===== src/rtl/fetch_sequencer_if.sv =====
`default_nettype none
// ============================================================================
//  Module      : fetch_sequencer_if
//  Description : Bus bundle between the fetch sequencer and its neighbours:
//                PC register, instruction memory and the decode stage.
//                master = sequencer side, slave = environment side.
//  Revision    : 1.0  initial release
// ============================================================================
interface fetch_sequencer_if;
    logic [31:0] pc_in;
    logic [31:0] next_pc;
    logic        pc_we;
    logic        mem_req;
    logic [31:0] mem_addr;
    logic        mem_ack;
    logic [31:0] mem_rdata;
    logic [31:0] instr;
    logic        instr_valid;
    logic        instr_ready;
    logic        branch_taken;
    logic [31:0] branch_target;
    logic        fetch_err;

    modport master (
        input  pc_in, mem_ack, mem_rdata, instr_ready, branch_taken, branch_target,
        output next_pc, pc_we, mem_req, mem_addr, instr, instr_valid, fetch_err
    );

    modport slave (
        output pc_in, mem_ack, mem_rdata, instr_ready, branch_taken, branch_target,
        input  next_pc, pc_we, mem_req, mem_addr, instr, instr_valid, fetch_err
    );
endinterface
`default_nettype wire


===== src/rtl/fetch_sequencer.sv =====
`default_nettype none
// ============================================================================
//  Module      : fetch_sequencer
//  Description : Single-outstanding instruction fetch sequencer. Reads the
//                word at pc_in over a req/ack handshake, buffers it toward
//                decode under valid/ready, and strobes next_pc into the PC
//                register. A watchdog retries unacknowledged requests and
//                raises a sticky fetch_err.
//                Optional feature macro: FETCH_WRAP_EN (next_pc == PC_LIMIT
//                is replaced by 0).
//  Revision    : 1.0  initial release
// ============================================================================
module fetch_sequencer #(
    parameter int unsigned ACK_TIMEOUT = 16,
    parameter logic [31:0] PC_LIMIT    = 32'h0000_0005
) (
    input  logic              clk,
    input  logic              rst_n,
    fetch_sequencer_if.master bus
);

    typedef enum logic [1:0] {
        S_IDLE  = 2'd0,
        S_REQ   = 2'd1,
        S_HOLD  = 2'd2,
        S_STALL = 2'd3
    } state_t;

`ifdef FETCH_WRAP_EN
    localparam logic c_WRAP_EN = 1'b1;
`else
    localparam logic c_WRAP_EN = 1'b0;
`endif

    // Counter value on which the watchdog fires (counter starts at 0 per request)
    localparam logic [7:0] c_TIMEOUT_LAST = 8'(ACK_TIMEOUT - 1);

    state_t      r_state;
    logic [7:0]  r_cnt;
    logic        r_mem_req;
    logic [31:0] r_mem_addr;
    logic [31:0] r_instr;
    logic        r_instr_valid;
    logic        r_pc_we;
    logic [31:0] r_next_pc;
    logic        r_fetch_err;

    logic [31:0] w_seq_pc;
    logic [31:0] w_raw_pc;
    logic [31:0] w_next_pc;

    // Next-PC candidate: sequential (carry out discarded) or branch redirect,
    // optionally folded to zero at the wrap point.
    assign w_seq_pc  = bus.pc_in + 32'd4;
    assign w_raw_pc  = bus.branch_taken ? bus.branch_target : w_seq_pc;
    assign w_next_pc = (c_WRAP_EN && (w_raw_pc == PC_LIMIT)) ? 32'd0 : w_raw_pc;

    // Fetch FSM with all outputs registered
    always_ff @(posedge clk or negedge rst_n) begin
        if (!rst_n) begin
            r_state       <= S_IDLE;
            r_cnt         <= 8'd0;
            r_mem_req     <= 1'b0;
            r_mem_addr    <= 32'd0;
            r_instr       <= 32'd0;
            r_instr_valid <= 1'b0;
            r_pc_we       <= 1'b0;
            r_next_pc     <= 32'd0;
            r_fetch_err   <= 1'b0;
        end else begin
            r_pc_we <= 1'b0;
            case (r_state)
                // The pc_we cycle is spent here too; the request goes out only
                // after the PC register has taken the new value.
                S_IDLE: begin
                    if (!r_pc_we) begin
                        r_mem_addr <= bus.pc_in;
                        r_cnt      <= 8'd0;
                        if (bus.pc_in[1:0] != 2'b00) begin
                            r_fetch_err <= 1'b1;
                            r_state     <= S_STALL;
                        end else begin
                            r_mem_req <= 1'b1;
                            r_state   <= S_REQ;
                        end
                    end
                end
                // mem_req low inside REQ is the one-cycle retry gap
                S_REQ: begin
                    if (r_mem_req) begin
                        if (bus.mem_ack) begin
                            r_instr       <= bus.mem_rdata;
                            r_instr_valid <= 1'b1;
                            r_mem_req     <= 1'b0;
                            r_cnt         <= 8'd0;
                            r_state       <= S_HOLD;
                        end else if (r_cnt == c_TIMEOUT_LAST) begin
                            r_fetch_err <= 1'b1;
                            r_mem_req   <= 1'b0;
                            r_cnt       <= 8'd0;
                        end else begin
                            r_cnt <= r_cnt + 8'd1;
                        end
                    end else begin
                        r_mem_req <= 1'b1;
                    end
                end
                S_HOLD: begin
                    if (r_instr_valid && bus.instr_ready) begin
                        r_pc_we       <= 1'b1;
                        r_instr_valid <= 1'b0;
                        r_next_pc     <= w_next_pc;
                        r_state       <= S_IDLE;
                    end
                end
                S_STALL: begin
                    r_mem_req <= 1'b0;
                end
                default: begin
                    r_state <= S_IDLE;
                end
            endcase
        end
    end

    assign bus.mem_req     = r_mem_req;
    assign bus.mem_addr    = r_mem_addr;
    assign bus.instr       = r_instr;
    assign bus.instr_valid = r_instr_valid;
    assign bus.pc_we       = r_pc_we;
    assign bus.next_pc     = r_next_pc;
    assign bus.fetch_err   = r_fetch_err;

endmodule
`default_nettype wire


===== src/flat_wrapper.sv =====
// flat-port wrapper written by rule: the top's interface ports become plain ports
module fetch_sequencer_flat 
#(
    parameter int unsigned ACK_TIMEOUT = 16,
    parameter logic [31:0] PC_LIMIT    = 32'h0000_0005
)
  (clk, rst_n, bus_pc_in, bus_mem_ack, bus_mem_rdata, bus_instr_ready, bus_branch_taken, bus_branch_target, bus_next_pc, bus_pc_we, bus_mem_req, bus_mem_addr, bus_instr, bus_instr_valid, bus_fetch_err);
  fetch_sequencer_if bus_i ();
  input  logic clk;
  input  logic rst_n;
  input wire logic [$bits(bus_i.pc_in)-1:0] bus_pc_in;
  input wire logic [$bits(bus_i.mem_ack)-1:0] bus_mem_ack;
  input wire logic [$bits(bus_i.mem_rdata)-1:0] bus_mem_rdata;
  input wire logic [$bits(bus_i.instr_ready)-1:0] bus_instr_ready;
  input wire logic [$bits(bus_i.branch_taken)-1:0] bus_branch_taken;
  input wire logic [$bits(bus_i.branch_target)-1:0] bus_branch_target;
  output wire logic [$bits(bus_i.next_pc)-1:0] bus_next_pc;
  output wire logic [$bits(bus_i.pc_we)-1:0] bus_pc_we;
  output wire logic [$bits(bus_i.mem_req)-1:0] bus_mem_req;
  output wire logic [$bits(bus_i.mem_addr)-1:0] bus_mem_addr;
  output wire logic [$bits(bus_i.instr)-1:0] bus_instr;
  output wire logic [$bits(bus_i.instr_valid)-1:0] bus_instr_valid;
  output wire logic [$bits(bus_i.fetch_err)-1:0] bus_fetch_err;
  assign bus_i.pc_in = bus_pc_in;
  assign bus_i.mem_ack = bus_mem_ack;
  assign bus_i.mem_rdata = bus_mem_rdata;
  assign bus_i.instr_ready = bus_instr_ready;
  assign bus_i.branch_taken = bus_branch_taken;
  assign bus_i.branch_target = bus_branch_target;
  assign bus_next_pc = bus_i.next_pc;
  assign bus_pc_we = bus_i.pc_we;
  assign bus_mem_req = bus_i.mem_req;
  assign bus_mem_addr = bus_i.mem_addr;
  assign bus_instr = bus_i.instr;
  assign bus_instr_valid = bus_i.instr_valid;
  assign bus_fetch_err = bus_i.fetch_err;
  fetch_sequencer #(.ACK_TIMEOUT(ACK_TIMEOUT), .PC_LIMIT(PC_LIMIT)) u_core (.clk(clk), .rst_n(rst_n), .bus(bus_i));
endmodule

===== config.mk =====
export PLATFORM = sky130hd
export DESIGN_NAME = fetch_sequencer_flat
export DESIGN_NICKNAME = d
export VERILOG_FILES = /design/src/rtl/fetch_sequencer_if.sv /design/src/rtl/fetch_sequencer.sv /design/src/flat_wrapper.sv
export SDC_FILE = /design/constraint.sdc
export NUM_CORES = 1
export LEC_CHECK = 0
export CORE_ASPECT_RATIO = 1.25
export CORE_MARGIN = 4
export CORE_UTILIZATION = 35
export DETAILED_ROUTE_END_ITERATION = 6
export GPL_ROUTABILITY_DRIVEN = 0
export PLACE_DENSITY_LB_ADDON = 0.15
export SLEW_MARGIN = 10
export SYNTH_ARGS = -nofsm -noshare
export SYNTH_HDL_FRONTEND = slang
export SYNTH_SLANG_ARGS = --single-unit

===== constraint.sdc =====
create_clock -name clk -period 3.25 [get_ports clk]
set_clock_uncertainty 0.2 [all_clocks]
set_input_delay 0.65 -clock clk [delete_from_list [all_inputs] [get_ports clk]]
set_output_delay 0.65 -clock clk [all_outputs]
set_load 0.02 [all_outputs]

==> out/results.tsv, run 1 <==
stage	metric	value	unit
worst_setup_path	crit path DAT	2.68	ns
finish	final net count	785	
floorplanning	Die X	117	um
finish	Filler cells	1277	
timing	setup ws final	0.595	ns
clock_tree	CTS tree	built	
routing	ANT nets after route	0	
logic_synthesis	Synth cell types	41	
clock_tree	Root Buffer	clkbuf_16	
floorplanning	die area	0.0168	mm2
logic_synthesis	Main synth FF type	dfrtp_1	
finish	Antenna Cells	0	
run	Max-Cap Viols	0	
global_routing	All-Layer GR Usage	17.5	%
global_routing	global-route wire length before repair	23.0	mm
routing	vias per cell	4.98	
finish	final std cells w/o fill	859	
logic_synthesis	Synth Warn #	0	
routing	Post-route DRC	0	
floorplanning	Rows	49	
timing	Worst Tran Pin Value	0.895	ns
logic_synthesis	Seq/Total Area, Yosys	53.3	%
placed_design	# placed instances	843	
worst_setup_path	Register-to-Register Path Depth	5	
timing	WHS	0.00738	ns
clock_tree	htree depth	3	
worst_setup_path	r2r setup slk	0.96	ns
global_routing	largest net degree at the start of global routing	40	
power	leakage	3.36	nW
floorplanning	core area	0.0144	mm2
global_routing	gr ovfl total	0	
timing	final setup TNS	0	ns
placed_design	pre-CTS setup slack	0.206	ns
timing	Final Hold Viols	0	
clock_tree	clock sinks	110	
floorplanning	I/O pins	201	
finish	Util after Layout	53.7	%
power	maximum VDD drop	0.199	mV
clock_tree	setup bufs post-CTS	0	
worst_setup_path	WS Path Type	input pin to flip-flop	
worst_setup_path	Data required, critical path	3.28	ns
power	pwr dens	360	mW/mm2
timing	Max-slew headroom	40.3	%
global_routing	gr busiest metal	met2	
timing	Final Critical Period	2.65	ns
logic_synthesis	synthesized area	0.00516	mm2
logic_synthesis	Mapped Nets	580	
routing	wire length per cell	17.1	um
worst_setup_path	worst r2r dst	u_core.bus.instr[19]$_DFFE_PN0P_	
placed_design	IO buf count	200	
clock_tree	CTS Buf Count	9	
routing	Pre-Repair DR Iteration Count	4	
global_routing	antenna violations before repair	0	
finish	Layout area overhead	49.9	%
clock_tree	Clock Latency Late Sink	0.34	ns
global_routing	GRT met2 Usage	29.6	%
min_path	type of the most critical hold path	input pin to async pin	
logic_synthesis	post-synth top area cell	dfrtp_1	
worst_setup_path	Critical R2R Launch	u_core.r_state[1]$_DFFE_PN0P_	
logic_synthesis	Post-Syn Instances	471	
global_routing	met1 usage	20.7	%
finish	share of cells above drive strength 1	14.7	%
timing	f_max	0.377	GHz
timing	Slew Limit Fails	0	
placed_design	Post-DP Area	0.00745	mm2
clock_tree	hold_buf cts	0	
logic_synthesis	Synth top area share	53.3	%
floorplanning	die outline height	144	um
timing	RSZ-0062 raised after global routing	false	
power	Design Power	2.79	mW
clock_tree	CTS clk-pin slew, worst paths	0.08	ns
worst_setup_path	CP Capture Type	flip-flop	
routing	First DRT Iteration DRCs	146	
timing	final period utilization	81.7	%
logic_synthesis	most frequent cells after synthesis	dfrtp_1 (110), mux2_2 (60), o21ai_0 (45), nand2_1 (34)	
placed_design	DP HPWL	11.1	mm
logic_synthesis	Area contributors post-synth	dfrtp_1 (53%), mux2_2 (13%), o21ai_0 (4.4%), a21oi_1 (2.7%), nand2_1 (2.5%)	
logic_synthesis	top-count cell post-synth	dfrtp_1	
routing	Routed WL	14.7	mm
clock_tree	clock tree buffer depth	2	
global_routing	number of global-route vias before repair	4596	
logic_synthesis	Synth Area per Inst	11.0	um2
clock_tree	CTS resizes	0	
worst_setup_path	Critical Path Source Type	input pin	
floorplanning	Starting Density	35.8	%
logic_synthesis	number of synthesized register bits	110	
logic_synthesis	async set or reset register ratio after synthesis	100	%
routing	routed vias	4281	
worst_setup_path	CP Launch Point	bus_pc_in[2]	
global_routing	GR met3 Demand/Resource	5.94	%
worst_setup_path	crit path max fanout	4	
logic_synthesis	EDFF count, synth	0	
finish	Final Cell Area	0.00773	mm2
timing	Final setup viols	0	
run_status	status	completed	
-- power breakdown --
part / leakage (nW) / total (mW) / internal [mW] / switching [mW]
logic: 1.81 / 0.308 / 0.175 / 0.133
registers: 1.41 / 1.39 / 1.39 / 0.00881
clock network: 0.137 / 1.09 / 0.597 / 0.488
-- cells in the final DEF (no fill, tap or decap), drive strengths merged, types with 4 or more instances in the layout --
cell type      instances
clkdlybuf4s50        199
dfrtp                110
mux2                  60
o21ai                 46
nand2                 34
a21oi                 28
nor2                  28
nand3                 18
buf                   17
and3                  15
inv                   13
xnor2                 13
xor2                  12
clkbuf                12
o22ai                 10
ha                     8
nand4                  8
nor3                   6
mux2i                  5
nand2b                 5
a21o                   4
-- state kept, by name (all words and copies together) (netlist names) --
signal / cells
u_core.bus.fetch_err: 1
u_core.bus.instr: 32
u_core.bus.instr_valid: 1
u_core.bus.mem_addr: 32
u_core.bus.mem_req: 1
u_core.bus.next_pc: 32
u_core.bus.pc_we: 1
u_core.r_cnt: 8
u_core.r_state: 2
-- logic make-up after synthesis --
family	count (synthesis)	synth area share, %
adders and majority gates	8	1.94
and+or+nand+nor	132	13.6
xor gates and xnor gates	25	4.24
buffers and inverters	35	2.59
AOI/OAI and AO/OA	96	10.2
muxes	65	14.1
DFF	110	53.3
-- layout make-up --
cell class | count | area [um2] | share of cell area [%]
Clock buffer | 12 | 236 | 3.06
Tap cell | 178 | 223 | 2.88
Multi-Input combinational cell | 326 | 2280 | 29.5
Sequential cell | 110 | 2750 | 35.6
Timing Repair Buffer | 216 | 2140 | 27.7
Inverter | 13 | 48.8 | 0.631
Clock inverter | 4 | 47.5 | 0.615
-- critical path, stage by stage --
cell and delay (ns):
clkdlybuf4s50_1 0.50, ha_1 0.22, nand4_1 0.19, or4_1 0.62
nor3_1 0.25, xnor2_1 0.15, o22ai_1 0.10
-- routing by layer --
metal  wire [um]  up-vias
met5           0        -
met4         225        0
met3        1400       16
met2        7140      153
met1        5880     2044
li1            -     2068
-- how the worst max path moves through the flow --
| stage | cells after the start | slack (ns) | end |
|---|---|---|---|
| detailed placement | 7 | 0.21 | u_core.bus.next_pc[30]$_DFFE_PN0P_ |
| global placement | 7 | 0.27 | u_core.bus.next_pc[28]$_DFFE_PN0P_ |
| global route | 7 | 0.46 | u_core.bus.next_pc[28]$_DFFE_PN0P_ |
| finish | 7 | 0.60 | u_core.bus.next_pc[30]$_DFFE_PN0P_ |
| CTS | 7 | 0.59 | u_core.bus.next_pc[30]$_DFFE_PN0P_ |
| floorplan | 6 | 0.96 | u_core.bus.next_pc[30]$_DFFE_PN0P_ |
No activity file was read; power rests on OpenSTA's default activity.
==> inputs of run 2 (changes only) <==
==> constraint.sdc (replaced) <==
create_clock -name clk -period 2.6 [get_ports clk]
set_clock_uncertainty 0.2 [all_clocks]
set_input_delay 0.52 -clock clk [delete_from_list [all_inputs] [get_ports clk]]
set_output_delay 0.52 -clock clk [all_outputs]
set_load 0.02 [all_outputs]
==> run 2 against run 1 <==
Die area unchanged. Register-to-register slack got worse by 0.60 ns. Highest routed layer unchanged. Wire length increased by 0.20%. Non-clock buffer count increased by 28. Sequential cell count unchanged. Power increased by 27%. Core utilization increased by 1.8 points. Final cell count increased by 3.3%. Combinational power increased by 34%. Via count increased by 1.3%.
==> out/results.tsv, run 2 (synthesis results as in run 1) <==
stage	metric	value	unit
floorplanning	core area	0.0144	mm2
worst_setup_path	Critical Path Source Type	input pin	
worst_setup_path	worst r2r dst	u_core.r_cnt[3]$_DFFE_PN0P_	
timing	f_max	0.415	GHz
global_routing	largest net degree at the start of global routing	45	
routing	Pre-Repair DR Iteration Count	4	
worst_setup_path	WS Path Type	input pin to flip-flop	
clock_tree	Clock Latency Late Sink	0.34	ns
clock_tree	CTS clk-pin slew, worst paths	0.07	ns
worst_setup_path	crit path DAT	2.44	ns
clock_tree	CTS Buf Count	9	
worst_setup_path	slowest CP cell	or4_1	
timing	final period utilization	92.6	%
run_status	status	completed	
power	Sw Ratio	22.4	%
timing	RSZ-0062 raised after global routing	false	
routing	ANT nets after route	0	
global_routing	antenna violations before repair	0	
floorplanning	I/O pins	201	
floorplanning	die outline height	144	um
run	Max-Cap Viols	0	
routing	routed vias	4336	
finish	Antenna Cells	0	
floorplanning	Rows	49	
global_routing	All-Layer GR Usage	17.7	%
worst_setup_path	Max stage delay on crit path	0.63	ns
worst_setup_path	Buf/Inv on CP	1	
worst_setup_path	crit path max fanout	2	
timing	Final Critical Period	2.41	ns
clock_tree	Root Buffer	clkbuf_16	
global_routing	number of global-route vias before repair	4631	
finish	commonest non-fill, non-tap cells in the layout	clkdlybuf4s50_1 (199), dfrtp_1 (110), mux2_2 (60), o21ai_0 (45), buf_4 (40)	
worst_setup_path	Register-to-Register Path Depth	7	
placed_design	Post-DP Area	0.00768	mm2
clock_tree	CTS tree	built	
placed_design	IO buf count	200	
routing	Post-route DRC	0	
finish	Final Cell Area	0.00799	mm2
min_path	type of the most critical hold path	flip-flop to flip-flop	
power	pwr dens	444	mW/mm2
timing	Worst Tran Pin Value	0.660	ns
finish	final net count	813	
min_path	Hold Path Stages	1	
global_routing	global-route wire length before repair	23.5	mm
power	Comb pwr share	11.7	%
worst_setup_path	Worst path depth	7	
power	leakage	3.51	nW
finish	most common cell after layout, fill and taps aside	clkdlybuf4s50_1	
worst_setup_path	critical path's top delay family	simple AND/OR/NAND/NOR gates	
placed_design	DP HPWL	11.4	mm
worst_setup_path	Critical R2R Launch	u_core.r_state[0]$_DFFE_PN0P_	
floorplanning	Starting Density	35.8	%
power	internal power	2.75	mW
routing	wire length per cell	16.6	um
global_routing	gr ovfl total	0	
worst_setup_path	Data required, critical path	2.63	ns
clock_tree	clock sinks	110	
floorplanning	Die X	117	um
routing	vias per cell	4.89	
finish	Util after Layout	55.5	%
power	Sequential Power Share	49.2	%
floorplanning	die area	0.0168	mm2
timing	Slew Limit Fails	0	
worst_setup_path	CP Launch Point	bus_pc_in[3]	
power	Clock Power Share	39.2	%
timing	Max-slew headroom	55.7	%
timing	Final Hold Viols	0	
routing	Routed WL	14.7	mm
clock_tree	CTS resizes	0	
worst_setup_path	end of the critical path	u_core.bus.next_pc[30]$_DFFE_PN0P_	
worst_setup_path	CP Capture Type	flip-flop	
finish	Layout area overhead	54.8	%
clock_tree	setup bufs post-CTS	0	
timing	Final setup viols	0	
routing	First DRT Iteration DRCs	126	
worst_setup_path	CP Cell Sequence	clkdlybuf4s50_1, ha_1, nand4_1, or4_1, nor3_1, xnor2_1, o22ai_1	
timing	final setup TNS	0	ns
worst_setup_path	r2r setup slk	0.36	ns
clock_tree	clock tree buffer depth	2	
power	Psw	796	uW
clock_tree	htree depth	3	
power	maximum VDD drop	0.231	mV
finish	share of cells above drive strength 1	18.2	%
finish	Filler cells	1292	
timing	WHS	0.265	ns
run 2: cell count changes in the layout (fill, tap and decap cells not counted):
cell           delta
buf_4            +25
buf_12            +2
clkbuf_1          -2
clkbuf_8          +1
clkinv_2          -1
clkinv_4          +1
clkinvlp_4        +1
dlygate4sd3_1     +1
run 2: final cells by class:
cell class                 instances  area [um2]  share of cell area [%]
sequential                       110        2750                    34.5
timing repair buffer             244        2380                    29.8
multi-input combinational        326        2280                    28.6
clock buffer                      11         243                    3.04
tap                              178         223                    2.79
clock inverter                     5        58.8                   0.736
inverter                          13        48.8                   0.611
run 2: stage by stage:
step | std cells | power, mW | setup slack, ns
3_3_place_gp | 870 | 2.19 | -0.132
5_1_grt | 887 | 3.71 | 0.102
3_5_place_dp | 870 | 2.19 | -0.193
4_1_cts | 887 | 3.61 | 0.190
6_report | 887 | 3.54 | 0.193
2_1_floorplan | 471 | 1.88 | 0.440
run 2: repair_timing:
item | 4_1_cts | 5_1_grt
endpoints found under the hold margin | 31 | 0
setup endpoints to repair | 0 | 0
hold buffers | 1 | 0
run 2: routing by layer:
layer | GRT usage (%) | routed length [um] | vias to the layer above
met5 | 0 | 0 | -
met4 | 4.53 | 182 | 0
met3 | 7.29 | 1490 | 11
met2 | 29.7 | 7190 | 145
met1 | 21.1 | 5830 | 2049
li1 | - | - | 2131
run 2: how the worst min path moves through the flow:
stage | startpoint | end | slack [ns]
after floorplan | rst_n | u_core.bus.fetch_err$_DFFE_PN0P_ | 0.02
after global placement | u_core.bus.fetch_err$_DFFE_PN0P_ | u_core.bus.fetch_err$_DFFE_PN0P_ | 0.25
after detailed placement | u_core.bus.fetch_err$_DFFE_PN0P_ | u_core.bus.fetch_err$_DFFE_PN0P_ | 0.26
after CTS | u_core.bus.fetch_err$_DFFE_PN0P_ | u_core.bus.fetch_err$_DFFE_PN0P_ | 0.28
after global routing | u_core.bus.fetch_err$_DFFE_PN0P_ | u_core.bus.fetch_err$_DFFE_PN0P_ | 0.30
final | u_core.bus.fetch_err$_DFFE_PN0P_ | u_core.bus.fetch_err$_DFFE_PN0P_ | 0.27
run 2: power groups by stage:
stage	logic, mW	registers [mW]	clock network, mW
after global placement	0.414	1.78	0
after global routing	0.448	1.75	1.51
after floorplan	0.0725	1.80	0
final	0.413	1.74	1.39
after detailed placement	0.418	1.78	0
after CTS	0.421	1.74	1.44
==> inputs of run 3 (changes only) <==
--- a/config.mk
+++ b/config.mk
@@ -8,6 +8,7 @@
 export CORE_ASPECT_RATIO = 1.25
 export CORE_MARGIN = 4
 export CORE_UTILIZATION = 35
+export CTS_CLUSTER_SIZE = 30
 export DETAILED_ROUTE_END_ITERATION = 6
 export GPL_ROUTABILITY_DRIVEN = 0
 export PLACE_DENSITY_LB_ADDON = 0.15
==> results of run 3 <==
Final layout, timing and power as in run 2 (identical DEF).
